$ cat config.mk
export PLATFORM = sky130hd
export DESIGN_NAME = bin_to_bcd_serial
export DESIGN_NICKNAME = d
export VERILOG_FILES = /design/src/rtl/bin_to_bcd_serial_pkg.sv /design/src/rtl/bcd_digit_adjust.sv /design/src/rtl/bin_to_bcd_serial.sv
export SDC_FILE = /design/constraint.sdc
export NUM_CORES = 1
export LEC_CHECK = 0
export ABC_CLOCK_PERIOD_IN_PS = 4050
export CAP_MARGIN = 20
export CORE_AREA = 2 2 55 57
export DETAILED_ROUTE_END_ITERATION = 8
export DIE_AREA = 0 0 57 59
export GPL_TIMING_DRIVEN = 0
export MAX_ROUTING_LAYER = met4
export PLACE_DENSITY = 0.8
export SYNTH_ARGS = -nofsm -noshare
export SYNTH_HDL_FRONTEND = slang
export SYNTH_SLANG_ARGS = --single-unit
export TNS_END_PERCENT = 20
$ cat constraint.sdc
create_clock -name clk -period 4.05 [get_ports clk]
set_clock_uncertainty 0.15 [all_clocks]
set_input_delay 0.81 -clock clk [delete_from_list [all_inputs] [get_ports clk]]
set_output_delay 0.81 -clock clk [all_outputs]
set_load 0.01 [all_outputs]
$ cat src/rtl/bin_to_bcd_serial_pkg.sv
// Shared types and constants for the serial binary-to-BCD converter.
package bin_to_bcd_serial_pkg;

  localparam int unsigned default_binwidth = 7;
  localparam int unsigned default_digits   = 2;
  localparam int unsigned max_digits       = 16;

  typedef enum logic [1:0] {
    IDLE  = 2'd0,
    SHIFT = 2'd1,
    DONE  = 2'd2
  } state_t;

  // Bit counter must hold the value binwidth itself.
  function automatic int unsigned cnt_width(input int unsigned bw);
    return $clog2(bw + 1);
  endfunction

  // Saturation pattern: n digits of 4'h9, zero above.
  function automatic logic [4*max_digits-1:0] all_nines(input int unsigned n);
    logic [4*max_digits-1:0] r;
    r = '0;
    for (int unsigned k = 0; k < max_digits; k++) begin
      if (k < n) r[4*k +: 4] = 4'h9;
    end
    return r;
  endfunction

endpackage

$ cat src/rtl/bcd_digit_adjust.sv
// Double-dabble cell: add 3 to a BCD digit that is 5 or more.
module bcd_digit_adjust (
  input  logic [3:0] digit,
  output logic [3:0] adjusted_c
);

  always_comb begin
    adjusted_c = (digit >= 4'd5) ? digit + 4'd3 : digit;
  end

endmodule

$ cat src/rtl/bin_to_bcd_serial.sv
// Serial shift-and-add-3 binary-to-BCD converter, one input bit per clock,
// saturating to all nines with an overflow flag.
module bin_to_bcd_serial
  import bin_to_bcd_serial_pkg::*;
#(
  parameter int unsigned binwidth = default_binwidth,
  parameter int unsigned digits   = default_digits
) (
  input  logic                  clk,
  input  logic                  rstn,
  input  logic                  start,
  input  logic [binwidth-1:0]   bin,
  output logic                  ready,
  output logic                  valid,
  output logic [digits*4-1:0]   bcd,
  output logic                  overflow
);

  localparam int unsigned bcdw = digits * 4;
  localparam int unsigned cntw = cnt_width(binwidth);
  localparam logic [bcdw-1:0] nines = bcdw'(all_nines(digits));

  state_t              state_q,   state_d;
  logic [binwidth-1:0] sr_q,      sr_d;
  logic [bcdw-1:0]     scratch_q, scratch_d;
  logic [cntw-1:0]     cnt_q,     cnt_d;
  logic                sticky_q,  sticky_d;
  logic [bcdw-1:0]     bcd_d;
  logic                ovf_d;
  logic                ready_d;
  logic                valid_d;
  logic [bcdw-1:0]     adj_c;

  for (genvar k = 0; k < digits; k++) begin : g_adj
    bcd_digit_adjust u_adj (
      .digit      (scratch_q[4*k +: 4]),
      .adjusted_c (adj_c[4*k +: 4])
    );
  end

  // Next-state and datapath.
  always_comb begin
    state_d   = state_q;
    sr_d      = sr_q;
    scratch_d = scratch_q;
    cnt_d     = cnt_q;
    sticky_d  = sticky_q;
    bcd_d     = bcd;
    ovf_d     = overflow;

    unique case (state_q)
      IDLE: begin
        if (start) begin
          sr_d      = bin;
          scratch_d = '0;
          cnt_d     = cntw'(binwidth);
          sticky_d  = 1'b0;
          state_d   = SHIFT;
        end
      end
      SHIFT: begin
        // Bit leaving the top digit means the value exceeds the digit range.
        scratch_d = {adj_c[bcdw-2:0], sr_q[binwidth-1]};
        sr_d      = {sr_q[binwidth-2:0], 1'b0};
        sticky_d  = sticky_q | adj_c[bcdw-1];
        cnt_d     = cnt_q - cntw'(1);
        if (cnt_q == cntw'(1)) begin
          state_d = DONE;
          bcd_d   = sticky_d ? nines : scratch_d;
          ovf_d   = sticky_d;
        end
      end
      DONE:    state_d = IDLE;
      default: state_d = IDLE;
    endcase

    ready_d = (state_d == IDLE);
    valid_d = (state_d == DONE);
  end

  always_ff @(posedge clk or negedge rstn) begin
    if (!rstn) begin
      state_q   <= IDLE;
      sr_q      <= '0;
      scratch_q <= '0;
      cnt_q     <= '0;
      sticky_q  <= 1'b0;
      bcd       <= '0;
      overflow  <= 1'b0;
      ready     <= 1'b1;
      valid     <= 1'b0;
    end else begin
      state_q   <= state_d;
      sr_q      <= sr_d;
      scratch_q <= scratch_d;
      cnt_q     <= cnt_d;
      sticky_q  <= sticky_d;
      bcd       <= bcd_d;
      overflow  <= ovf_d;
      ready     <= ready_d;
      valid     <= valid_d;
    end
  end

endmodule

After elaboration in Yosys (flattened, before gate mapping)
Cells that the tools add are included.
{"block": "classes", "addsub": 3, "order_cmp": 2, "n_eq_ne": 4, "n_mux": 14, "bitwise_logic": 1, "reduce_logical": 5}
{"operator": "two-way mux 8 bit", "n": 2}
{"operator": "one-hot mux 8 bit (2 select lines)", "n": 1}
{"operator": "one-hot mux 7 bit (2 select lines)", "n": 1}
{"operator": "adder 4 x 2 -> 4 bit, second input constant", "n": 2}
{"operator": "greater-or-equal comparator 4 x 3 -> 1 bit, second input constant", "n": 2}
{"operator": "two-way mux 4 bit", "n": 2}
{"operator": "two-way mux 7 bit", "n": 1}
{"operator": "one-hot mux 3 bit (2 select lines)", "n": 1}
{"operator": "zero test 2 bit", "n": 2}
{"operator": "two-way mux 2 bit", "n": 2}
{"operator": "one-hot mux 2 bit (2 select lines)", "n": 1}
{"operator": "AND reduction 2 bit", "n": 2}
{"operator": "== test 3 x 1 -> 1 bit, second input constant", "n": 1}
{"operator": "two-way mux 3 bit", "n": 1}
{"operator": "subtractor 3 x 1 -> 3 bit, second input constant", "n": 1}
{"operator": "== test 2 x 1 -> 1 bit, second input constant", "n": 1}
{"operator": "== test 2 bit, second input constant", "n": 1}
{"operator": "!= test 2 bit, second input constant", "n": 1}
{"operator": "one-hot mux 1 bit (2 select lines)", "n": 1}
{"operator": "nonzero test 2 bit", "n": 1}
{"operator": "two-way mux 1 bit", "n": 1}
{"operator": "OR 1 bit", "n": 1}
{"block": "totals", "regBits": 32, "in_bits": 10, "out_inout_bits": 11, "word_cells": 38}

Longest topological paths before layout
{"block": "logic_depth", "ltp_word": 4, "depth_mapped": 7, "mapped_depth_nobuf": 7}

Modules after synthesis
A second synthesis with hierarchy kept.
{"block": "hier_totals", "hier_cells": 150, "hier_area_um2": 1602.8}
{"mod": "bin_to_bcd_serial", "n_inst": 1, "cells_per_inst": 118, "area_per_inst_um2": 1400.1, "seq_area_each_um2": 802.0}
{"mod": "bcd_digit_adjust", "n_inst": 2, "cells_per_inst": 16, "area_per_inst_um2": 101.3, "seq_area_each_um2": 0.0}

Worst setup path after synthesis
OpenSTA, ideal clock, no wires.
{"block": "synth_path", "path_type": "in2reg", "startpoint": "input port start", "endpoint": "register cnt_q[1]", "setup_ps": 145, "t_arrival_ps": 1481, "required_ps": 3755, "setup_slack_ps": 2274, "cell_stages": 3, "path_buffers": 1, "cell_sequence": "o21bai_1 clkbuf_1 a22oi_1"}
{"block": "synth_between", "elab_chain_cells": 2}
{"item": "from (decl)", "line_no": "bin_to_bcd_serial.sv:11", "rtl": "input logic start,"}
{"item": "!= test 2 bit (no source line)"}
{"item": "AND reduction 2 bit (no source line)"}
{"item": "to (signal assigned)", "line_no": "bin_to_bcd_serial.sv:96", "rtl": "cnt_q <= cnt_d;"}
{"item": "to (decl)", "line_no": "bin_to_bcd_serial.sv:26", "rtl": "logic [cntw-1:0] cnt_q, cnt_d;"}
Every way passes these cells.
A chain may end at the register's enable or synchronous reset.

Final worst setup path
{"block": "layout_path", "startpoint": "register ready", "endpoint": "output port ready"}
{"item": "from (decl)", "line_no": "bin_to_bcd_serial.sv:13", "rtl": "output logic ready,"}
{"item": "from (signal assigned)", "line_no": "bin_to_bcd_serial.sv:100", "rtl": "ready <= ready_d;"}
No word-level cell between the ends.

==> metrics.md <==
| Metric | Value |
|---|---|
| Sw power | 0.000554 W |
| Crit path max fanout | 1 |
| Synth top area share | 0.509 |
| Routed via count | 1130 |
| FF-to-FF setup slack | 2030 ps |
| Syn avg cell area | 10.9 µm² |
| Syn Inst Count | 140 |
| Startpoint Class | flip-flop |
| Critical-path top delay cell | dfstp_2 |
| Hold Crit Depth | 2 |
| Fraction of layout cells with a size suffix above 1 | 0.0828 |
| HP Start | sr_q[6] |
| Pre-antenna DRT Iters | 4 |
| Area occupied by multi-input gates | 671 µm² |
| Drt wl/cell | 15.7 µm |
| Synth Register Bits | 32 |
| CTS Root Cell | clkbuf_4 |
| Comb pwr share | 0.453 |
| Largest delay share family, worst path | flip-flops |
| Max-cap violations | 0 |
| Vias/cell | 5.65 |
| Sequential power share | 0.412 |
| FILL cells | 225 |
| CP Depth | 1 |
| Sequential share of the synthesized area | 0.527 |
| Die ar. | 0.00336 mm² |
| Asr flop ratio synth | 1.00 |
| Area growth, synth to finish | 21.4% |
| Slew of the pin with the lowest slew margin | 691 ps |
| WL final | 3.14 mm |
| TNS Setup | 0 ps |
| Starting Density | 0.562 |
| DR DRC count | 0 |
| Main flop type after synthesis | dfrtp_1 |
| Mapped cell area | 0.00152 mm² |
| CP arrival | 1390 ps |
| Slew margin rel. | 0.538 |
| Hold path endpoint | sr_q[6] |
| Routability cong. | 0.792 |
| Hold Buf Count CTS | 0 |
| Clock power share | 0.135 |
| Fin. Hold Viols | 0 |
| CTS Buf Count | 5 |
| Number of buffers added on ports | 20 |
| Vias in the first global route | 1231 |
| Crit path capture type | primary output |
| RSZ-0062 raised after global routing | false |
| Post-CTS setup buffers | 0 |
| Drt initial violations | 42 |
| Pleak | 0.830 nW |
| Crit path cell chain | clkdlybuf4s50_1 |
| Critical path buffer and inverter count | 1 |
| P_int | 0.000848 W |
| Reg2Reg Capture Point | bcd[1] |
| PnR worst setup slack | 1700 ps |
| # rows | 19 |
| Yosys cell types | 34 |
| H-tree depth | 2 |
| Diode count | 0 |
| Core Region | 0.00271 mm² |
| Worst-path clk slew | 90 ps |
| Die X | 57 µm |
| # clock sinks | 32 |
| Final antenna-violating net count | 0 |
| Crit path largest cell delay | 530 ps |
| Worst-Skew Late Latency | 340 ps |
| EDFF count, synth | 0 |
| CTS tree | yes |
| Resized Gates After CTS | 0 |
| Worst R2R Path Depth | 6 |
| Final #Nets | 184 |
| Synth area leader | dfrtp_1 |
| Syn_nets | 156 |
| Peak supply drop | 475 µV |
| P per Cell Area | 759 mW/mm² |
| Fmax | 0.425 GHz |
| Largest net degree at the start of global routing | 21 |
| Final Max Tran Viols | 0 |
| Die Ht | 59 µm |
| Synth area leaders | dfrtp_1, ha_1, mux2i_1 |
| Outcome | finished clean |
| GRT overflow | 0 |
| Critical R2R Launch | scratch_q[4] |
| Sw frac | 0.395 |
| Crit Path Category | reg -> out |
| Tmin final | 2350 ps |
| Pre-CTS setup slack | 1460 ps |
| Hpwl dp | 2.34 mm |
| Num ports | 21 |
| Hold Crit Class | reg -> reg |
| Initial antenna violation count | 0 |
| Max Root-Sink Buffers | 2 |
| GRT Total Usage | 0.232 |
| CP required | 3090 ps |
| First-pass GRT wire length | 5.64 mm |
| Syn. warnings | 0 |
| Final period utilization | 0.580 |
| Worst hold margin | 351 ps |
| Reg area | 802 µm² |
| Final setup viols | 0 |
## how the worst max path moves through the flow
stage / start / slack (ps) / to
2_1_floorplan: start / 2270 / cnt_q[1]
3_3_place_gp: rstn / 1470 / sr_q[1]
3_5_place_dp: start / 1460 / sr_q[2]
4_1_cts: ready / 1690 / ready
5_1_grt: ready / 1660 / ready
6_report: ready / 1700 / ready
## per-layer routing
layer / wire, µm / vias to the layer above / global-route usage / part of all wire
met2: 1620 / 32 / 0.407 / 0.51
met5: 0 / - / - / 0
met4: 55 / 0 / 0.0764 / 0.018
met3: 173 / 6 / 0.0742 / 0.055
li1: - / 546 / - / -
met1: 1290 / 546 / 0.249 / 0.41
## synth_stat cells (all sizes together), types with 2 or more instances
cell type	instances
dfrtp	31
ha	6
inv	9
nor3b	2
a2111oi	2
mux2i	7
nand2b	4
nand2	16
clkbuf	3
nor2b	4
a21oi	9
a22o	6
o21ai	16
nor2	6
xnor2	2
a21o	3
a211oi	2
## per-stage QoR
stage | power [W] | util | instances | area, µm²
finish | 0.00140 | 0.682 | 200 | 1850
global route | 0.00152 | 0.682 | 200 | 1850
CTS | 0.00142 | 0.682 | 200 | 1850
detailed placement | 0.00122 | 0.660 | 192 | 1790
global placement | 0.00118 | 0.650 | 191 | 1760
floorplan | 0.00100 | - | 140 | 1520
## flip-flops by register name (all words and copies together), names as in the netlist
register   flops
scratch_q      8
valid          1
ready          1
overflow       1
sr_q           7
sticky_q       1
bcd            8
state_q        2
cnt_q          3
## layout by cell type, fill, tap and decap left out, types with 4 or more instances in the layout
cell and n:
clkdlybuf4s50_1 20, nand2_1 16, a21oi_1 9, inv_1 8
clkbuf_4 5, o21ai_0 5, mux2i_1 7, nand2b_1 4
dfrtp_1 31, nor2_1 6, clkbuf_1 5, ha_1 6
a22o_1 6, nor2b_1 4, o21ai_1 10
## power by group through the flow
stage,sequential (W),combinational (W),clock (W)
finish,0.000578,0.000636,0.000189
global route,0.000597,0.000719,0.000205
CTS,0.000578,0.000645,0.000194
detailed placement,0.000584,0.000639,0
global placement,0.000568,0.000607,0
floorplan,0.000573,0.000430,0
## cell type report
class,count,share of cell area
clock buffer,8,0.0318
tap,31,0.0210
buffer,4,0.00880
multi-input combinational,95,0.363
sequential,32,0.434
timing repair buffer,21,0.123
inverter,9,0.0183
## cell families after synthesis
logic type               Yosys count  synth area share
AO/OA/AOI/OAI                     44             0.210
buffers and inverters             13            0.0329
flip-flops                        32             0.527
XOR/XNOR                           2            0.0115
multiplexers                       7            0.0460
AND/OR/NAND/NOR                   36             0.123
adder cells (fa/ha/maj)            6            0.0493
## worst min-delay path, stage by stage (launching register included)
cell	delay, ps
dfrtp_1	350
nand2_1	50
o21ai_1	70
No activity file was read; power rests on OpenSTA's default activity.
==> RTL edit, RTL diff (same flow settings) <==
`default_digits`: 2 -> 1.
--- a/src/rtl/bin_to_bcd_serial_pkg.sv
+++ b/src/rtl/bin_to_bcd_serial_pkg.sv
@@ -2,7 +2,7 @@
 package bin_to_bcd_serial_pkg;
 
   localparam int unsigned default_binwidth = 7;
-  localparam int unsigned default_digits   = 2;
+  localparam int unsigned default_digits   = 1;
   localparam int unsigned max_digits       = 16;
 
   typedef enum logic [1:0] {
Interface: changed (resized bcd); port bits go from 21 to 17. The function was not compared with the original's and may differ.
==> RTL edit against the unedited design <==
Combinational power decreased by 38%. Cell area decreased by 25%. Sequential power decreased by 29%. Hold slack got worse by 6.0 ps. Non-clock buffer count decreased by 3. Sequential cell count decreased by 8. Total power decreased by 35%. Synthesized area decreased by 25%. Routed wire length decreased by 27%. Setup slack improved by 31 ps. Largest cell class unchanged.
==> RTL edit: results <==
[global_routing]
met2_usage_pct = 28.4
grt_pass1_vias = 900
met1_usage_pct = 18.2
grt_max_degree = 25
grt_pass1_wl_um = 4000
met3_usage_pct = 3.28
track_usage_pct = 16.0

[timing]
slew_headroom_pct = 60.3
hold_ws_ps = 345

[logic_synthesis]
synth_area_leaders = dfrtp_1 (50%), o21ai_0 (5.7%), nor2b_1 (5.5%), a21oi_1 (4.8%), a22oi_1 (4.6%)
syn-num-nets = 127
synth.distinct_cells = 31
syn_inst = 113
synthTopCellsByCount = dfrtp_1 (23), o21ai_0 (13), a21oi_1 (11), nor2b_1 (10)

[cts]
clk_pin_slew_ps = 110
numCtsBuffers = 3
htree_num_levels = 1
clk_latency_ps = 320

[worst_hold_path]
min_to = overflow$_DFFE_PN0P_

[place]
dp.cells = 160
placed_area_sq_um = 1340
routabilityCongestion = 0.801
place_ws_ps = 1520
port_buffers = 16
dp_hpwl_um = 1670

[critical_path]
r2r-start = scratch_q[0]$_DFFE_PN0P_
critPathArrivalTime_ps = 1360

[job]
cap_violations = 0

[final_layout]
top_regs = sr_q x7, bcd x4, scratch_q x4
layout-drive-gt1-share_pct = 7.46
nNetsFinal = 149

[routing]
drt-met1-wl_um = 1020
detail_route.iter0.violations = 25
route.met3.wl_um = 85
via_per_inst = 5.42

[outcome]
outcome = finished, final reports clean

[power_and_ir_drop]
cellLeakagePower_nw = 0.595
-- RTL edit: cell count changes in the layout (fill, tap and decap cells not counted), sizes merged, moves of 3 or more --
cell / before / now
nor2b: 4 / 10
nand2: 16 / 7
a21o: 3 / 0
a22oi: 1 / 7
dfrtp: 31 / 23
clkdlybuf4s50: 20 / 16
mux2i: 7 / 0
clkbuf: 11 / 7
a22o: 6 / 3
-- RTL edit: worst max path at each step --
stage / slack [ps] / cells past startpoint / endpoint
2_1_floorplan: 2290 / 5 / bcd[2]$_DFFE_PN0P_
4_1_cts: 1710 / 1 / ready
5_1_grt: 1680 / 1 / ready
6_report: 1730 / 1 / ready
3_5_place_dp: 1520 / 4 / cnt_q[2]$_DFFE_PN0P_
3_3_place_gp: 1570 / 4 / cnt_q[2]$_DFFE_PN0P_
-- RTL edit: worst register-to-register path: stages, from the launching register on --
cell,delay (ps)
dfrtp_1,470
ha_1,220
nand2b_1,150
a21oi_1,260
mux2_2,390
o31ai_1,220
-- RTL edit: report_power, final --
part           switching, W  internal, W
sequential        0.0000787     0.000334
clock             0.0000690    0.0000385
combinational      0.000205     0.000189
-- RTL edit: final cells by class --
type	instances	area, sq um
plain buffers	5	20.0
clock buffers	4	26.3
fillers	280	1330
inverters	7	26.3
multi-input cells	77	493
flip-flops and latches	24	602
well taps	31	38.8
repair buffers	17	175
-- RTL edit: cell families after synthesis --
family / after synthesis / synth area share, %
AOI/OAI and AO/OA: 42 / 23.4
xor gates and xnor gates: 1 / 0.768
adders and majority gates: 4 / 4.39
buffers and inverters: 12 / 4.06
DFF: 24 / 52.7
muxes: 1 / 0.987
and+or+nand+nor: 29 / 13.7
